### config.mk
export PLATFORM = sky130hd
export DESIGN_NAME = tetris_control
export DESIGN_NICKNAME = d
export VERILOG_FILES = /design/src/rtl/tetris_control.sv
export SDC_FILE = /design/constraint.sdc
export NUM_CORES = 1
export LEC_CHECK = 0
export ABC_AREA = 1
export BUFFER_PORTS_ARGS = -buffer_cell sky130_fd_sc_hd__buf_4
export CORE_ASPECT_RATIO = 1.25
export CORE_MARGIN = 5
export CORE_UTILIZATION = 45
export DETAILED_ROUTE_END_ITERATION = 12
export GPL_TIMING_DRIVEN = 0
export SLEW_MARGIN = 25
export SYNTH_ARGS = -nofsm -noshare
export SYNTH_HDL_FRONTEND = slang
export SYNTH_SLANG_ARGS = --single-unit
### constraint.sdc
create_clock -name clock -period 4 [get_ports clock]
set_input_delay 0 -clock clock [delete_from_list [all_inputs] [get_ports clock]]
set_output_delay 0 -clock clock [all_outputs]
set_load 0.01 [all_outputs]
### src/rtl/tetris_control.sv
// Sequencing controller for the single-cell Tetris datapath: turns start/move/drop
// requests and a gravity timer into one-cycle datapath command strobes.
module tetris_control #(
    parameter int GRAVITY_TICKS = 25_000_000,
    parameter int DROP_TICKS    = 2_500_000
) (
    input  logic        clock,
    input  logic        resetn,
    input  logic        start,
    input  logic        go_left,
    input  logic        go_right,
    input  logic        drop,
    input  logic        gg,
    input  logic        just_fell,
    output logic        dp_reset,
    output logic        init_block,
    output logic        translate_down,
    output logic        translate_left,
    output logic        translate_right,
    output logic        playing,
    output logic        game_over,
    output logic [15:0] pieces
);

    localparam int CNT_W = $clog2(GRAVITY_TICKS);
    localparam logic [CNT_W-1:0] GRAV_LAST = CNT_W'(GRAVITY_TICKS - 1);
    localparam logic [CNT_W-1:0] DROP_LAST = CNT_W'(DROP_TICKS - 1);

    localparam logic [2:0] IDLE      = 3'd0;
    localparam logic [2:0] CLEAR     = 3'd1;
    localparam logic [2:0] SPAWN     = 3'd2;
    localparam logic [2:0] SPAWN_CHK = 3'd3;
    localparam logic [2:0] FALL      = 3'd4;
    localparam logic [2:0] DOWN_CHK  = 3'd5;
    localparam logic [2:0] OVER      = 3'd6;

    logic [2:0]       state;
    logic [2:0]       state_next;
    logic [CNT_W-1:0] cnt;
    logic             drop_q;
    logic             pend_l;
    logic             pend_r;
    logic             tick;
    logic             move_ok;
    logic             accept;
    logic             pend_clr;

    // Every strobe is decoded from registered state only, so no input reaches an output.
    always_comb begin
        tick     = (state == FALL) && (cnt >= (drop_q ? DROP_LAST : GRAV_LAST));
        move_ok  = (state == FALL) && !tick;
        accept   = (state == SPAWN) || (state == SPAWN_CHK) ||
                   (state == FALL)  || (state == DOWN_CHK);
        pend_clr = (state == CLEAR) || move_ok || ((state == DOWN_CHK) && just_fell);
    end

    always_comb begin
        dp_reset        = (state == CLEAR);
        init_block      = (state == SPAWN);
        translate_down  = tick;
        translate_left  = move_ok && pend_l && !pend_r;
        translate_right = move_ok && pend_r && !pend_l;
        playing         = (state == CLEAR) || accept;
        game_over       = (state == OVER);
    end

    always_comb begin
        state_next = state;
        case (state)
            IDLE:      if (start) state_next = CLEAR;
            CLEAR:     state_next = SPAWN;
            SPAWN:     state_next = SPAWN_CHK;
            SPAWN_CHK: state_next = gg ? OVER : FALL;
            FALL:      if (tick) state_next = DOWN_CHK;
            DOWN_CHK:  state_next = just_fell ? SPAWN : FALL;
            OVER:      if (start) state_next = CLEAR;
            default:   state_next = IDLE;
        endcase
    end

    always_ff @(posedge clock or negedge resetn) begin
        if (!resetn) begin
            state  <= IDLE;
            drop_q <= 1'b0;
        end else begin
            state  <= state_next;
            drop_q <= drop;
        end
    end

    // Counter is zero on entry to FALL and holds zero through DOWN_CHK.
    always_ff @(posedge clock or negedge resetn) begin
        if (!resetn) begin
            cnt <= '0;
        end else if ((state == CLEAR) || (state == SPAWN_CHK)) begin
            cnt <= '0;
        end else if (state == FALL) begin
            cnt <= tick ? '0 : cnt + 1'b1;
        end
    end

    // A move request arriving in the same cycle as a clear survives.
    always_ff @(posedge clock or negedge resetn) begin
        if (!resetn) begin
            pend_l <= 1'b0;
            pend_r <= 1'b0;
        end else begin
            pend_l <= (pend_l && !pend_clr) || (accept && go_left);
            pend_r <= (pend_r && !pend_clr) || (accept && go_right);
        end
    end

    always_ff @(posedge clock or negedge resetn) begin
        if (!resetn) begin
            pieces <= 16'h0000;
        end else if (state == CLEAR) begin
            pieces <= 16'h0000;
        end else if ((state == DOWN_CHK) && just_fell && (pieces != 16'hFFFF)) begin
            pieces <= pieces + 16'h0001;
        end
    end

endmodule

# [Yosys cells after proc, flatten, opt, wreduce, memory -nomap -nowiden]
# Index checks and enable logic that the tools add are counted.
# Widths: inputs -> output; s select.
[word_totals] input_bits=8 word_cells=59 ff_bits=47 output_inout_bits=23
[classes] n_eq_ne=9 n_reduce_logical=30 n_lt_le_gt_ge=1 n_mux=11 add_sub_neg=2
[op_table] cell="$mux 25" count=4
[op_table] cell="$mux 16" count=2
[op_table] cell="$add 25x1->25 const B" count=1
[op_table] cell="$ge 25x25->1" count=1
[op_table] cell="$pmux 3 s6" count=1
[op_table] cell="$add 16x1->16 const B" count=1
[op_table] cell="$ne 16x16->1 const B" count=1
[op_table] cell="$logic_and 1x1->1" count=12
[op_table] cell="$eq 3x3->1 const B" count=3
[op_table] cell="$logic_or 1x1->1" count=9
[op_table] cell="$mux 3" count=3
[op_table] cell="$eq 3x2->1 const B" count=2
[op_table] cell="$logic_not 1->1" count=4
[op_table] cell="$reduce_bool 2->1" count=2
[op_table] cell="$eq 3x1->1 const B" count=1
[op_table] cell="$logic_not 3->1" count=1
[op_table] cell="$mux 2" count=1
[op_table] cell="$ne 2x1->1 const B" count=1
[op_table] cell="$ne 2x2->1 const B" count=1
[op_table] cell="$reduce_and 2->1" count=1
[op_table] cell="$reduce_or 2->1" count=1

# [Depth between registers and ports, before layout]
[logic_depth] depth_word=10 ltp_mapped=13 mapped_depth_nobuf=13

# [Worst setup path before layout]
# OpenSTA, ideal clock, no wires.
[synth_timing] path_type="reg-to-output" startpoint="register drop_q" endpoint="output translate_right" t_required_ns=4.000 arrival_ns=1.894 slack_ns=2.106 path_stages_with_launch=13 n_path_buf=1 path_cell_list="dfrtp_1 > inv_1 > ha_1 > nand2_1 > nor2_1 > nor2_1 > nand2_1 > nand2_1 > inv_1 > nor2_2 > nand3_4 > buf_6 > nor3_1"
[synth_via] elab_chain_len=7
[synth_rtl] element="start, declared" line="40" rtl="logic drop_q;"
[synth_rtl] element="start signal, assigned" line="87" rtl="drop_q <= drop;"
[synth_rtl] element="$mux 25" line="50" rtl="tick = (state == FALL) && (cnt >= (drop_q ? DROP_LAST : GRAV_LAST));"
[synth_rtl] element="$ge 25x25->1" line="50"
[synth_rtl] element="$logic_and 1x1->1" line="50"
[synth_rtl] element="$logic_not 1->1" line="51" rtl="move_ok = (state == FALL) && !tick;"
[synth_rtl] element="$logic_and 1x1->1" line="51"
[synth_rtl] element="$logic_and 1x1->1 (2 in series)" line="62" rtl="translate_right = move_ok && pend_r && !pend_l;"
[synth_rtl] element="end, declared" line="19" rtl="output logic translate_right,"
# No other way between the ends.

# [Final worst setup path]
# Same ends and word-level chain as after synthesis.

==> results.txt <==
The flow ran to the end, and the final reports show no timing, DRC or antenna violations. Number of global-route vias before repair: 2,971. The final antenna-violating net count is 0, and the post-route clock period utilization is 0.649.

Setup repair after global routing left no endpoint under its margin. The post-synthesis net count is 482, and the maximum number of pins on one net before global-route repair is 48. The cell family contributing the most delay on the critical path is simple AND/OR/NAND/NOR gates. The worst setup path is launched from a register.

In this run the critical register-to-register path is launched from drop_q$_DFF_PN0_. The end-of-flow core utilization came out at 0.535. Ranked by total cell area, the synthesized netlist is headed by dfrtp_1 37%, nand2_1 15%, inv_1 7.6%.

The worst-case headroom to the max-slew limit was 0.550; the synthesis warning total was 0. The actual slew at the worst max-slew pin was 670 ps. The H-tree was split into 2 levels. The cell depth of the worst flop-to-flop path was 12. The logs give 3,056 for the total via count after detailed routing and 385 MHz for the maximum clock frequency. The layout has 715 filler cells. The layout cell share with drive strength beyond 1 was 0.118.

The logs give 592 for the filler-free cell count of the finished design and 0 for the final-report hold violation count. The instance area after placement was 3550 µm²; the count of buffering cells on the critical path with inverters included was 4. Summed over all cells, the static leakage comes to 1.77 nW. The combined area of the multi-input logic cells is 1730 µm², and the cell count after placement is 579. For this block, the initial DRC count from the detailed router was 165. Each instance of the synthesized netlist takes up on average 6.99 µm². Counting along the longest clock path gives a buffer depth of 2. During I/O placement, the number of pins put on the boundary was 31. Among all flip-flop cells after synthesis, the most frequent one is dfrtp_1.

The logs give 4000 ps for the required time reported for the critical path endpoint and 0.392 for the fraction of power consumed by sequential logic. The tools report the latest clock arrival within the worst-skew pair as 310 ps. The category of the critical setup timing path is reg2out.

The most critical setup path has its startpoint at drop_q$_DFF_PN0_. The largest total area in the synthesized netlist belongs to dfrtp_1. The switching power was 510 µW. Placer congestion estimate: 0.894.

End point of the critical path: translate_right. Once detailed placement completed, the half-perimeter wirelength came to 6310 µm. Buffers placed on the I/O ports in this run total 30.

The register area share after synthesis came out at 0.366. Hold is met by 28.4 ps. The die is 85.5 µm wide. After synthesis the netlist holds a flip-flop and latch count of 47.

For this design the ratio of total power to cell area is 381 nW/µm². The routed design has 8290 µm of wire. In the final design database the tool counted 524 nets.

The post-synthesis cell area is 3210 µm². After layout, the minimum clock period comes to 2600 ps. After detailed routing, the number of vias per cell comes to 5.16. Adding up every negative setup slack in the final design gives 0 ps. Critical path's slowest cell: dfrtp_1. In this run the worst path has a maximum fanout of 10. After technology mapping, the gate count stands at 459.

The signal on the critical path passes through inv_1 > ha_1 > nand2_1 > inv_1 > nand2_1 > nand2_1 > a21oi_1 > nand2_1 > nor2_2 > nand3_4 > buf_6 > nor3_1 > buf_4. The tools report the overall global routing resource usage as 0.191. Fraction of registers with async set or reset after synthesis: 1.00. The worst-case IR drop observed on VDD is 0.313 mV.

The number of violations of the max-capacitance limit was 0; the post-route clock skew was 16.2 ps. The core region is 6980 µm². Initial core utilization: 0.460. The tree is rooted in a clkbuf_8.

The worst path meets setup with 1400 ps of slack. The wire length per cell after detailed routing is 14.0 µm. The setup-violating endpoint count in the final report came out at 0. The switching power as a share of total power is 0.359, and the worst endpoint data arrival time is 2600 ps. The clock net in this run drives a total of 47 sinks. The share of power burned in combinational logic is 0.312.

Counting the buffers created by CTS gives 5. Proportion of netlist area held by the largest area contributor: 0.366. The critical path capture point type is an output port.

The area overhead of the layout relative to synthesis is 16.2%. The finished cells cover 3730 µm². The run gives 4 as the first-pass detailed-route iteration total.

Wire length of the first global-routing pass: 13,700 µm. The number of cell rows was 34. The largest single stage delay on the critical path is 580 ps. The total overflow left after global routing is 0. The post-placement worst setup slack is 1670 ps. Leaving out fill and tap cells, the most frequent cells in the layout are 126 x nand2_1, 65 x inv_1, 49 x nor2_1. For the final-report max-slew violation count, the log shows 0.

Number of synthesized flops with an enable pin: 0. The capture point of the worst reg-to-reg path is cnt[19]$_DFFE_PN0P_. The clock share of power is 0.296. 0 antenna diodes ended up in the layout. In the final layout, flip-flops and latches occupy 1180 µm². The tools report the number of post-CTS setup repair buffers as 0. Total power of the final layout: 1.42 mW. For flop-to-flop paths, the worst setup slack is 1740 ps. The cell count along the critical path came out at 13. The internal portion of the total power is 912 µW. Die area: 8930 µm².

The number of antenna violations at the first check in global routing was 0. After detailed routing, the number of remaining DRC violations is 0. Dominant cell type by count on the critical path: nand2_1. TritonCTS built the clock tree. The worst hold path belongs to the class in2reg. The post-CTS clock slew at the launch and capture registers of the worst setup and hold paths came out at 90 ps. Synthesis instantiated 30 different standard cells from the library. The most common library cell in the layout ignoring fill and taps was nand2_1.

The die is 104 µm tall.
==> power by group through the flow <==
stage / clock (mW) / combinational [mW] / sequential (mW)
finish: 0.421 / 0.443 / 0.558
global route: 0.452 / 0.496 / 0.564
CTS: 0.432 / 0.452 / 0.557
detailed placement: 0 / 0.447 / 0.566
global placement: 0 / 0.448 / 0.565
floorplan: 0 / 0.286 / 0.561
==> cell usage after synthesis (2+ instances only) <==
cell and instances:
nand2_1 126, inv_1 65, nor2_1 49, dfrtp_1 47, nand3_1 29, o21ai_0 28, nand4_1 19, nor3_1 17
ha_1 15, o22ai_1 14, xor2_1 11, a21oi_1 5, buf_2 5, o21ai_1 4, inv_2 3, nor2_2 3
buf_4 2, nor2_4 2, nor3_2 2, o31ai_1 2, xnor2_1 2
==> layer usage <==
| metal | routed length [µm] | share of wire | track usage |
|---|---|---|---|
| met4 | 162 | 0.020 | 0.0622 |
| met5 | 0 | 0 | 0 |
| met3 | 262 | 0.032 | 0.0317 |
| met1 | 3580 | 0.43 | 0.229 |
| met2 | 4290 | 0.52 | 0.342 |
==> worst min-delay path by stage <==
stage	slack (ps)	cells past startpoint	from	end
after floorplan	-300	0	resetn	cnt[0]$_DFFE_PN0P_
after global placement	60	1	resetn	pieces[1]$_DFFE_PN0P_
after detailed placement	60	1	resetn	pieces[1]$_DFFE_PN0P_
after CTS	20	4	start	state[1]$_DFFE_PN0P_
after global routing	50	4	start	state[1]$_DFFE_PN0P_
final	30	4	start	state[1]$_DFFE_PN0P_
==> cell families (layout without fill, tap and decap cells) <==
| logic type | after synthesis | in the layout | share of synthesized area |
|---|---|---|---|
| compound gates | 55 | 55 | 0.0943 |
| fa+ha+maj | 15 | 15 | 0.0585 |
| simple gates | 253 | 253 | 0.350 |
| xor+xnor | 13 | 13 | 0.0355 |
| flops | 47 | 47 | 0.366 |
| buf+inv | 76 | 119 | 0.0955 |
==> state kept, by name, indices dropped and copies added, names as in the netlist <==
signal	count
pieces	16
pend_l	1
pend_r	1
drop_q	1
cnt	25
state	3
==> final cells by class <==
class / instances / share of cell area
repair buffers: 35 / 0.0738
clock buffers: 6 / 0.0195
flip-flops and latches: 47 / 0.315
plain buffers: 8 / 0.0138
well taps: 90 / 0.0302
clock inverters: 2 / 0.0161
inverters: 68 / 0.0684
multi-input cells: 336 / 0.463
==> tightest hold or removal path, cell delays in order <==
cell and delay [ps]:
buf_4 70, inv_1 40, nand4_1 80, nand4_1 90
==> repair_timing <==
action | CTS | global route
resized for setup | 0 | 0
hold buffers | 5 | 0
endpoints found under the hold margin | 51 | 0
Power figures use the tool's default switching activity.
